## config.mk

```make
export PLATFORM = sky130hd
export DESIGN_NAME = spm_seq_ctrl_flat
export DESIGN_NICKNAME = d
export VERILOG_FILES = /design/src/rtl/spm_seq_ctrl_pkg.sv /design/src/rtl/spm_seq_ctrl_if.sv /design/src/rtl/spm_seq_ctrl_cfg_seq.sv /design/src/rtl/spm_seq_ctrl.sv /design/src/flat_wrapper.sv
export SDC_FILE = /design/constraint.sdc
export NUM_CORES = 2
export LEC_CHECK = 0
export CAP_MARGIN = 10
export CORE_MARGIN = 1
export CORE_UTILIZATION = 57
export CTS_BUF_LIST = sky130_fd_sc_hd__clkbuf_4 sky130_fd_sc_hd__clkbuf_8
export CTS_CLUSTER_SIZE = 28
export DETAILED_ROUTE_END_ITERATION = 8
export DONT_BUFFER_PORTS = 1
export PLACE_DENSITY = 0.72
export SLEW_MARGIN = 20
export SYNTH_ARGS = -nofsm -noshare
export SYNTH_HDL_FRONTEND = slang
export SYNTH_HIERARCHICAL = 1
export SYNTH_SLANG_ARGS = --single-unit
```

## constraint.sdc

```tcl
create_clock -name clk -period 5.9 [get_ports clk]
set_clock_uncertainty 0.05 [all_clocks]
set_input_delay 1.18 -clock clk [delete_from_list [all_inputs] [get_ports clk]]
set_output_delay 1.18 -clock clk [all_outputs]
set_load 0.05 [all_outputs]
```

## src/rtl/spm_seq_ctrl_pkg.sv

```systemverilog
// Shared definitions for the SPM sequencer: FSM states, instruction field
// layout and the width derivations used by the interface and both modules.
package spm_seq_ctrl_pkg;

    typedef enum logic [1:0] {
        ST_IDLE = 2'd0,
        ST_RUN  = 2'd1,
        ST_DONE = 2'd2
    } seq_state_e;

    // Per-channel field, LSB first: mode, sel, en, fifo_sel[FSW], flush
    localparam int FLD_MODE = 0;
    localparam int FLD_SEL  = 1;
    localparam int FLD_EN   = 2;
    localparam int FLD_FSEL = 3;

    function automatic int fld_w(input int fsw);
        return 4 + fsw;
    endfunction

    function automatic int inst_w(input int nbg, input int fsw);
        return nbg * (4 + fsw);
    endfunction

    function automatic int sw_w(input int dw, input int aw);
        return 2 + dw + aw;
    endfunction

endpackage

```

## src/rtl/spm_seq_ctrl_if.sv

```systemverilog
// Config, run-control, external-port and bank-group bus of the SPM sequencer.
interface spm_seq_ctrl_if
    import spm_seq_ctrl_pkg::*;
#(
    parameter int NUM_BG = 4,
    parameter int DW     = 32,
    parameter int AW     = 8,
    parameter int FSW    = 2
);
    localparam int BW     = $clog2(NUM_BG);
    localparam int INST_W = inst_w(NUM_BG, FSW);
    localparam int SW     = sw_w(DW, AW);

    logic                  cfg_valid;
    logic [INST_W-1:0]     cfg_inst;
    logic                  cfg_ready;
    logic                  cfg_clear;
    logic                  start;
    logic [15:0]           loop_num;
    logic                  stall;
    logic                  busy;
    logic                  done;
    logic                  ex_we;
    logic                  ex_re;
    logic [BW-1:0]         ex_wsel;
    logic [BW-1:0]         ex_rsel;
    logic [AW-1:0]         ex_addr;
    logic [DW-1:0]         ex_data;
    logic [DW-1:0]         ex_rdata;
    logic [NUM_BG*SW-1:0]  sw_in;
    logic [NUM_BG*DW-1:0]  bg_rdata;
    logic [NUM_BG-1:0]     bg_en;
    logic [NUM_BG-1:0]     bg_mode;
    logic [NUM_BG-1:0]     bg_we;
    logic [NUM_BG-1:0]     bg_re;
    logic [NUM_BG-1:0]     bg_flush;
    logic [NUM_BG*FSW-1:0] bg_fifo_sel;
    logic [NUM_BG*AW-1:0]  bg_addr;
    logic [NUM_BG*DW-1:0]  bg_din;

    modport master (
        output cfg_valid, cfg_inst, cfg_clear, start, loop_num, stall,
               ex_we, ex_re, ex_wsel, ex_rsel, ex_addr, ex_data, sw_in, bg_rdata,
        input  cfg_ready, busy, done, ex_rdata,
               bg_en, bg_mode, bg_we, bg_re, bg_flush, bg_fifo_sel, bg_addr, bg_din
    );

    modport slave (
        input  cfg_valid, cfg_inst, cfg_clear, start, loop_num, stall,
               ex_we, ex_re, ex_wsel, ex_rsel, ex_addr, ex_data, sw_in, bg_rdata,
        output cfg_ready, busy, done, ex_rdata,
               bg_en, bg_mode, bg_we, bg_re, bg_flush, bg_fifo_sel, bg_addr, bg_din
    );

endinterface

```

## src/rtl/spm_seq_ctrl_cfg_seq.sv

```systemverilog
// Config buffer and replay FSM: stores up to DEPTH instruction words and
// steps through them loop_num times, one word per non-stalled cycle.
module spm_cfg_seq
    import spm_seq_ctrl_pkg::*;
#(
    parameter int INST_W = 24,
    parameter int DEPTH  = 64
) (
    input  logic              clk,
    input  logic              rst_n,
    input  logic              i_cfg_valid,
    input  logic [INST_W-1:0] i_cfg_inst,
    output logic              o_cfg_ready,
    input  logic              i_cfg_clear,
    input  logic              i_start,
    input  logic [15:0]       i_loop_num,
    input  logic              i_stall,
    output logic              o_busy,
    output logic              o_done,
    output logic [INST_W-1:0] o_inst
);
    localparam int PW = $clog2(DEPTH);
    localparam int CW = PW + 1;

    logic [INST_W-1:0] r_buf [DEPTH];
    seq_state_e        r_state;
    logic [CW-1:0]     r_count;
    logic [PW-1:0]     r_rd_ptr;
    logic [15:0]       r_pass;
    logic [15:0]       r_passes;
    logic [INST_W-1:0] r_inst;
    logic              r_busy;
    logic              r_done;

    logic              w_wr;
    logic              w_wrap;
    logic              w_final;
    logic [15:0]       w_passes_in;

    assign o_cfg_ready = (r_state == ST_IDLE) && (r_count < CW'(DEPTH));
    assign w_wr        = o_cfg_ready && i_cfg_valid && !i_cfg_clear;
    assign w_wrap      = ({1'b0, r_rd_ptr} == r_count - CW'(1));
    assign w_final     = w_wrap && (r_pass == r_passes - 16'd1);
    assign w_passes_in = (i_loop_num == 16'd0) ? 16'd1 : i_loop_num;

    assign o_busy = r_busy;
    assign o_done = r_done;
    assign o_inst = r_inst;

    always_ff @(posedge clk) begin
        if (w_wr) r_buf[r_count[PW-1:0]] <= i_cfg_inst;
    end

    always_ff @(posedge clk or negedge rst_n) begin
        if (!rst_n) begin
            r_state  <= ST_IDLE;
            r_count  <= '0;
            r_rd_ptr <= '0;
            r_pass   <= '0;
            r_passes <= '0;
            r_inst   <= '0;
            r_busy   <= 1'b0;
            r_done   <= 1'b0;
        end else begin
            case (r_state)
                ST_IDLE: begin
                    if (i_cfg_clear)  r_count <= '0;
                    else if (w_wr)    r_count <= r_count + 1'b1;
                    if (i_start) begin
                        r_busy <= 1'b1;
                        if (r_count == '0) begin
                            r_state <= ST_DONE;
                            r_done  <= 1'b1;
                        end else begin
                            r_inst   <= r_buf[0];
                            r_passes <= w_passes_in;
                            // A single-entry program finishes pass 0 on the start edge itself
                            r_rd_ptr <= (r_count == CW'(1)) ? '0 : PW'(1);
                            r_pass   <= (r_count == CW'(1)) ? 16'd1 : 16'd0;
                            if (r_count == CW'(1) && w_passes_in == 16'd1) begin
                                r_state <= ST_DONE;
                                r_done  <= 1'b1;
                            end else begin
                                r_state <= ST_RUN;
                            end
                        end
                    end
                end
                ST_RUN: begin
                    if (!i_stall) begin
                        r_inst   <= r_buf[r_rd_ptr];
                        r_rd_ptr <= w_wrap ? '0 : r_rd_ptr + 1'b1;
                        if (w_wrap) r_pass <= r_pass + 16'd1;
                        if (w_final) begin
                            r_state <= ST_DONE;
                            r_done  <= 1'b1;
                        end
                    end
                end
                ST_DONE: begin
                    r_state <= ST_IDLE;
                    r_inst  <= '0;
                    r_busy  <= 1'b0;
                    r_done  <= 1'b0;
                end
                default: r_state <= ST_IDLE;
            endcase
        end
    end

endmodule

```

## src/rtl/spm_seq_ctrl.sv

```systemverilog
// SPM sequencer top: replays configured instruction words and steers each
// bank-group channel to either its switch input or the shared external port.
module spm_seq_ctrl
    import spm_seq_ctrl_pkg::*;
#(
    parameter int NUM_BG = 4,
    parameter int DW     = 32,
    parameter int AW     = 8,
    parameter int DEPTH  = 64,
    parameter int FSW    = 2
) (
    input  logic         clk,
    input  logic         rst_n,
    spm_seq_ctrl_if.slave bus
);
    localparam int F      = fld_w(FSW);
    localparam int INST_W = inst_w(NUM_BG, FSW);
    localparam int SW     = sw_w(DW, AW);
    localparam int BW     = $clog2(NUM_BG);

    logic [INST_W-1:0]          w_inst;
    logic [NUM_BG-1:0][DW-1:0]  w_rd_arr;
    logic [DW-1:0]              r_ex_rdata;

    spm_cfg_seq #(.INST_W(INST_W), .DEPTH(DEPTH)) u_seq (
        .clk         (clk),
        .rst_n       (rst_n),
        .i_cfg_valid (bus.cfg_valid),
        .i_cfg_inst  (bus.cfg_inst),
        .o_cfg_ready (bus.cfg_ready),
        .i_cfg_clear (bus.cfg_clear),
        .i_start     (bus.start),
        .i_loop_num  (bus.loop_num),
        .i_stall     (bus.stall),
        .o_busy      (bus.busy),
        .o_done      (bus.done),
        .o_inst      (w_inst)
    );

    for (genvar k = 0; k < NUM_BG; k++) begin : g_ch
        logic [F-1:0]  w_fld;
        logic [SW-1:0] w_sw;
        logic          w_sel;

        assign w_fld = w_inst[k*F +: F];
        assign w_sw  = bus.sw_in[k*SW +: SW];
        assign w_sel = w_fld[FLD_SEL];

        assign bus.bg_mode[k]                = w_fld[FLD_MODE];
        assign bus.bg_en[k]                  = w_fld[FLD_EN];
        assign bus.bg_fifo_sel[k*FSW +: FSW] = w_fld[FLD_FSEL +: FSW];
        assign bus.bg_flush[k]               = w_fld[F-1];

        // Switch word layout, MSB first: wen, data, ren, addr
        assign bus.bg_addr[k*AW +: AW] = w_sel ? w_sw[AW-1:0]    : bus.ex_addr;
        assign bus.bg_din[k*DW +: DW]  = w_sel ? w_sw[AW+1 +: DW] : bus.ex_data;
        assign bus.bg_we[k] = w_sel ? w_sw[SW-1] : (bus.ex_we && (bus.ex_wsel == BW'(k)));
        assign bus.bg_re[k] = w_sel ? w_sw[AW]   : (bus.ex_re && (bus.ex_rsel == BW'(k)));
    end

    assign w_rd_arr     = bus.bg_rdata;
    assign bus.ex_rdata = r_ex_rdata;

    // Out-of-range read selects return zero rather than an undefined lane
    always_ff @(posedge clk or negedge rst_n) begin
        if (!rst_n) begin
            r_ex_rdata <= '0;
        end else if (bus.ex_re) begin
            r_ex_rdata <= ({1'b0, bus.ex_rsel} < (BW+1)'(NUM_BG)) ? w_rd_arr[bus.ex_rsel] : '0;
        end
    end

endmodule

```

## src/flat_wrapper.sv

```systemverilog
// flat-port wrapper written by rule: the top's interface ports become plain ports
module spm_seq_ctrl_flat import spm_seq_ctrl_pkg::*;
#(
    parameter int NUM_BG = 4,
    parameter int DW     = 32,
    parameter int AW     = 8,
    parameter int DEPTH  = 64,
    parameter int FSW    = 2
)
  (clk, rst_n, bus_cfg_valid, bus_cfg_inst, bus_cfg_clear, bus_start, bus_loop_num, bus_stall, bus_ex_we, bus_ex_re, bus_ex_wsel, bus_ex_rsel, bus_ex_addr, bus_ex_data, bus_sw_in, bus_bg_rdata, bus_cfg_ready, bus_busy, bus_done, bus_ex_rdata, bus_bg_en, bus_bg_mode, bus_bg_we, bus_bg_re, bus_bg_flush, bus_bg_fifo_sel, bus_bg_addr, bus_bg_din);
  spm_seq_ctrl_if #(.NUM_BG(NUM_BG), .DW(DW), .AW(AW), .FSW(FSW)) bus_i ();
  input  logic clk;
  input  logic rst_n;
  input wire logic [$bits(bus_i.cfg_valid)-1:0] bus_cfg_valid;
  input wire logic [$bits(bus_i.cfg_inst)-1:0] bus_cfg_inst;
  input wire logic [$bits(bus_i.cfg_clear)-1:0] bus_cfg_clear;
  input wire logic [$bits(bus_i.start)-1:0] bus_start;
  input wire logic [$bits(bus_i.loop_num)-1:0] bus_loop_num;
  input wire logic [$bits(bus_i.stall)-1:0] bus_stall;
  input wire logic [$bits(bus_i.ex_we)-1:0] bus_ex_we;
  input wire logic [$bits(bus_i.ex_re)-1:0] bus_ex_re;
  input wire logic [$bits(bus_i.ex_wsel)-1:0] bus_ex_wsel;
  input wire logic [$bits(bus_i.ex_rsel)-1:0] bus_ex_rsel;
  input wire logic [$bits(bus_i.ex_addr)-1:0] bus_ex_addr;
  input wire logic [$bits(bus_i.ex_data)-1:0] bus_ex_data;
  input wire logic [$bits(bus_i.sw_in)-1:0] bus_sw_in;
  input wire logic [$bits(bus_i.bg_rdata)-1:0] bus_bg_rdata;
  output wire logic [$bits(bus_i.cfg_ready)-1:0] bus_cfg_ready;
  output wire logic [$bits(bus_i.busy)-1:0] bus_busy;
  output wire logic [$bits(bus_i.done)-1:0] bus_done;
  output wire logic [$bits(bus_i.ex_rdata)-1:0] bus_ex_rdata;
  output wire logic [$bits(bus_i.bg_en)-1:0] bus_bg_en;
  output wire logic [$bits(bus_i.bg_mode)-1:0] bus_bg_mode;
  output wire logic [$bits(bus_i.bg_we)-1:0] bus_bg_we;
  output wire logic [$bits(bus_i.bg_re)-1:0] bus_bg_re;
  output wire logic [$bits(bus_i.bg_flush)-1:0] bus_bg_flush;
  output wire logic [$bits(bus_i.bg_fifo_sel)-1:0] bus_bg_fifo_sel;
  output wire logic [$bits(bus_i.bg_addr)-1:0] bus_bg_addr;
  output wire logic [$bits(bus_i.bg_din)-1:0] bus_bg_din;
  assign bus_i.cfg_valid = bus_cfg_valid;
  assign bus_i.cfg_inst = bus_cfg_inst;
  assign bus_i.cfg_clear = bus_cfg_clear;
  assign bus_i.start = bus_start;
  assign bus_i.loop_num = bus_loop_num;
  assign bus_i.stall = bus_stall;
  assign bus_i.ex_we = bus_ex_we;
  assign bus_i.ex_re = bus_ex_re;
  assign bus_i.ex_wsel = bus_ex_wsel;
  assign bus_i.ex_rsel = bus_ex_rsel;
  assign bus_i.ex_addr = bus_ex_addr;
  assign bus_i.ex_data = bus_ex_data;
  assign bus_i.sw_in = bus_sw_in;
  assign bus_i.bg_rdata = bus_bg_rdata;
  assign bus_cfg_ready = bus_i.cfg_ready;
  assign bus_busy = bus_i.busy;
  assign bus_done = bus_i.done;
  assign bus_ex_rdata = bus_i.ex_rdata;
  assign bus_bg_en = bus_i.bg_en;
  assign bus_bg_mode = bus_i.bg_mode;
  assign bus_bg_we = bus_i.bg_we;
  assign bus_bg_re = bus_i.bg_re;
  assign bus_bg_flush = bus_i.bg_flush;
  assign bus_bg_fifo_sel = bus_i.bg_fifo_sel;
  assign bus_bg_addr = bus_i.bg_addr;
  assign bus_bg_din = bus_i.bg_din;
  spm_seq_ctrl #(.NUM_BG(NUM_BG), .DW(DW), .AW(AW), .DEPTH(DEPTH), .FSW(FSW)) u_core (.clk(clk), .rst_n(rst_n), .bus(bus_i));
endmodule
```

==> impl_results.md <==
* Drt pass-1 iters at 6
* TritonCTS clock tree: built
* Number of cell rows at roughly 130
* Dominant synthesized flop cell: edfxtp_1
* Placement Cell Area at 0.0690 sq mm
* Die Span Y at around 340 microns
* Fraction of registers with async set/reset at 0.0640
* Post-Syn Area at between 0.06 and 0.07 sq mm
* Syn avg cell area at 20.8 sq um
* Synth cell types at 72
* Area growth, synth to finish at 11.0%
* Final Max Slew Viols at 0
* Gr busiest metal: met2
* Wire per inst at a little under 40 microns
* Main area contributors after synthesis: edfxtp_1 69%, mux4_2 16%, dfrtp_1 3.9%
* Fin Hold WS at 0.158 ns
* Largest fanout on the critical path at 27
* Worst setup EP type: output pin
* Vias in the first global route at 34600
* Utilization after layout at 0.639
* RSZ-0062 raised after global routing: no
* Sequential area share after synthesis at 0.729
* Slew @ Worst Pin at 1.08 ns
* Final #Nets at ~3800
* Peak VDD IR at 0.337 mV
* H-tree levels at 5
* Core area at 0.116 sq mm
* Final instance area at 0.0742 sq mm
* Routed WL at 205 mm
* Num CTS Buffers at 276
* # port buffers at 0
* PwrDens at 438 mW/mm^2
* Ports at 611
* Antenna violations before repair at 57
* Pin count of the biggest net entering global routing at 106
* Detailed Route Iter0 Violations at slightly below 5000
* Worst-case reg-to-reg path depth at 9
* Vias at 35600
* Longest Clk Path Bufs at 4
* Clk root buf: clkbuf_8
* Synth top area share at 0.690
* Worst-Skew Late Latency at 0.93 ns
* Syn nets at 3614
* Total grt overflow at 0
* Mapped Cells at 3216
* Leading area contributor after synthesis: edfxtp_1
* Hpwl dp at 133 mm
* Clock sinks at 1641
* GR Util All Layers at 0.346
* Hold crit path type: input pin to async pin
* Post-synth EDFFs at 1536
* Share of cells above drive strength 1 at 0.352
* Run status: finished clean
* #FFs+latches synth at 1641
* Final setup viols at 0
* Post-cts gate resize count at 0
* DRC Markers at 0
* Slew HR at 0.281
* WP data arrival at 3.05 ns
* Worst-path clk slew at 0.06 ns
* Die W at 344 microns
* Final setup TNS at 0 ns
* Routing usage on met1 at 0.436
* Filler instances at around 7700
* Placer Congestion at slightly above 1
* Met2 Use GR at 0.526
* Period utilisation layout at 0.725
* GR Layer Usage met3 at 0.115
* WP data required at 4.67 ns
* CP Class: flop to output pin
* Synth warn at 6
* Die area at 0.119 sq mm
* Vias per cell at roughly 7
* Final hold violations at 0
* Antenna-violating nets left at 0
* Leakage power total at 23.4 nW
* Tmin final at 4.28 ns
* Max Freq at between 200 and 250 MHz
* Initial core utilization at 0.575
* Max-cap viol count at 0
* First-pass GRT wire length at roughly 280 mm
* CP Launch Type: flop
-- path summary, 6_finish.rpt --
kind	start	endpoint	slack [ns]
setup / recovery	u_core/u_seq/o_inst[1]	bus_bg_din[24]	1.62
hold / removal	rst_n	u_core/u_seq/r_rd_ptr[2]	0.16
setup reg to reg	u_core/u_seq/r_state[1]	u_core/u_seq/r_buf[54][18]	1.65
hold reg to reg	u_core/u_seq/o_inst[7]	u_core/u_seq/o_inst[7]	0.49
max in group asynchronous	rst_n	u_core/u_seq/o_inst[13]	5.12
min in group clk	bus_cfg_inst[21]	u_core/u_seq/r_buf[31][21]	0.29
-- synth_stat cells, types with 21 or more instances --
| master | instances |
|---|---|
| edfxtp_1 | 1536 |
| mux4_2 | 480 |
| mux2_2 | 166 |
| nor2_1 | 154 |
| clkbuf_1 | 121 |
| dfrtp_1 | 105 |
| nand2_1 | 70 |
| nor2b_1 | 61 |
| a21oi_1 | 60 |
| a22oi_1 | 50 |
| buf_1 | 41 |
| mux2i_1 | 35 |
| o21a_1 | 33 |
| buf_2 | 23 |
| o21ai_0 | 23 |
| a221oi_1 | 21 |
| xor2_1 | 21 |
-- critical path: stages (launching register included) --
cell and delay [ns]:
dfrtp_2 1.05, buf_4 0.43, mux2_2 0.60
-- timing repair --
action / CTS / global route
hold buffers: 1 / 0
endpoints found under the hold margin: 105 / 0
setup buffers: 0 / 0
-- state kept, by name, summed over array words and instances, names as in the netlist --
signal and cells:
u_core/u_seq/r_count 7, u_core/u_seq/r_rd_ptr 6, u_core/u_seq/r_buf 1536, u_core/u_seq/o_inst 24
u_core/u_seq/r_pass 16, u_core/u_seq/o_busy 1, u_core/bus.ex_rdata 32, u_core/u_seq/r_passes 16
u_core/u_seq/o_done 1, u_core/u_seq/r_state 2
-- final cells by class --
type	count	area, sq um	area share
clock inverters	79	433	0.00583
diodes	53	133	0.00179
multi-input cells	1361	17400	0.234
repair buffers	105	950	0.0128
clock buffers	377	4590	0.0619
well taps	1524	1910	0.0257
inverters	16	60.1	0.000809
flip-flops and latches	1641	48800	0.657
-- power breakdown --
part	switching (mW)	internal (mW)	total, mW
clock	4.30	5.14	9.44
combinational	5.42	3.72	9.14
sequential	0.930	13.0	13.9
-- cell families (layout without fill, tap and decap cells) --
kind of cell | after synthesis | count (layout) | synth area share
DFF | 1641 | 1641 | 0.729
muxes | 682 | 682 | 0.195
and+or+nand+nor | 389 | 389 | 0.0283
AOI/OAI and AO/OA | 238 | 238 | 0.0257
buffers and inverters | 214 | 577 | 0.0140
xor gates and xnor gates | 42 | 42 | 0.00571
adders and majority gates | 10 | 10 | 0.00187
other | 0 | 53 | 0
-- stage by stage --
| stage | power, mW | cells | setup WS (ns) |
|---|---|---|---|
| 3_3_place_gp | 23.0 | 4646 | 1.79 |
| 6_report | 32.5 | 5156 | 1.62 |
| 3_5_place_dp | 23.1 | 4646 | 1.76 |
| 5_1_grt | 33.4 | 5141 | 1.41 |
| 4_1_cts | 32.5 | 5103 | 1.64 |
| 2_1_floorplan | 20.7 | 3216 | 1.81 |
-- routing by layer --
| metal | part of all wire | vias up | wire length, microns |
|---|---|---|---|
| met4 | 0.056 | 18 | 11500 |
| met3 | 0.12 | 446 | 24400 |
| li1 | - | 13800 | - |
| met2 | 0.48 | 2394 | 97600 |
| met1 | 0.35 | 18900 | 71500 |
| met5 | 0.00053 | - | 109 |
-- layout by cell type, fill, tap and decap left out, types with 6 or more instances in the layout --
| cell type | count |
|---|---|
| mux2i_1 | 35 |
| a221oi_1 | 21 |
| clkbuf_8 | 282 |
| nor2_1 | 89 |
| xnor2_1 | 20 |
| edfxtp_1 | 1536 |
| a221oi_2 | 10 |
| o21a_1 | 33 |
| dfrtp_1 | 97 |
| clkbuf_4 | 95 |
| a21oi_1 | 59 |
| and3_1 | 8 |
| clkinv_2 | 20 |
| nor2b_1 | 58 |
| and2_1 | 8 |
| nand3_1 | 14 |
| xor2_1 | 21 |
| mux4_2 | 480 |
| nand2_1 | 70 |
| clkinv_1 | 48 |
| nor2_2 | 65 |
| buf_4 | 92 |
| a22oi_1 | 50 |
| ha_1 | 10 |
| nor3_1 | 15 |
| inv_1 | 16 |
| nand4_1 | 15 |
| clkinvlp_4 | 6 |
| buf_12 | 11 |
| diode_2 | 53 |
| nor4_1 | 8 |
| o21ai_0 | 20 |
| mux2_2 | 166 |
| a22o_1 | 10 |
No activity file was read; power rests on OpenSTA's default activity.
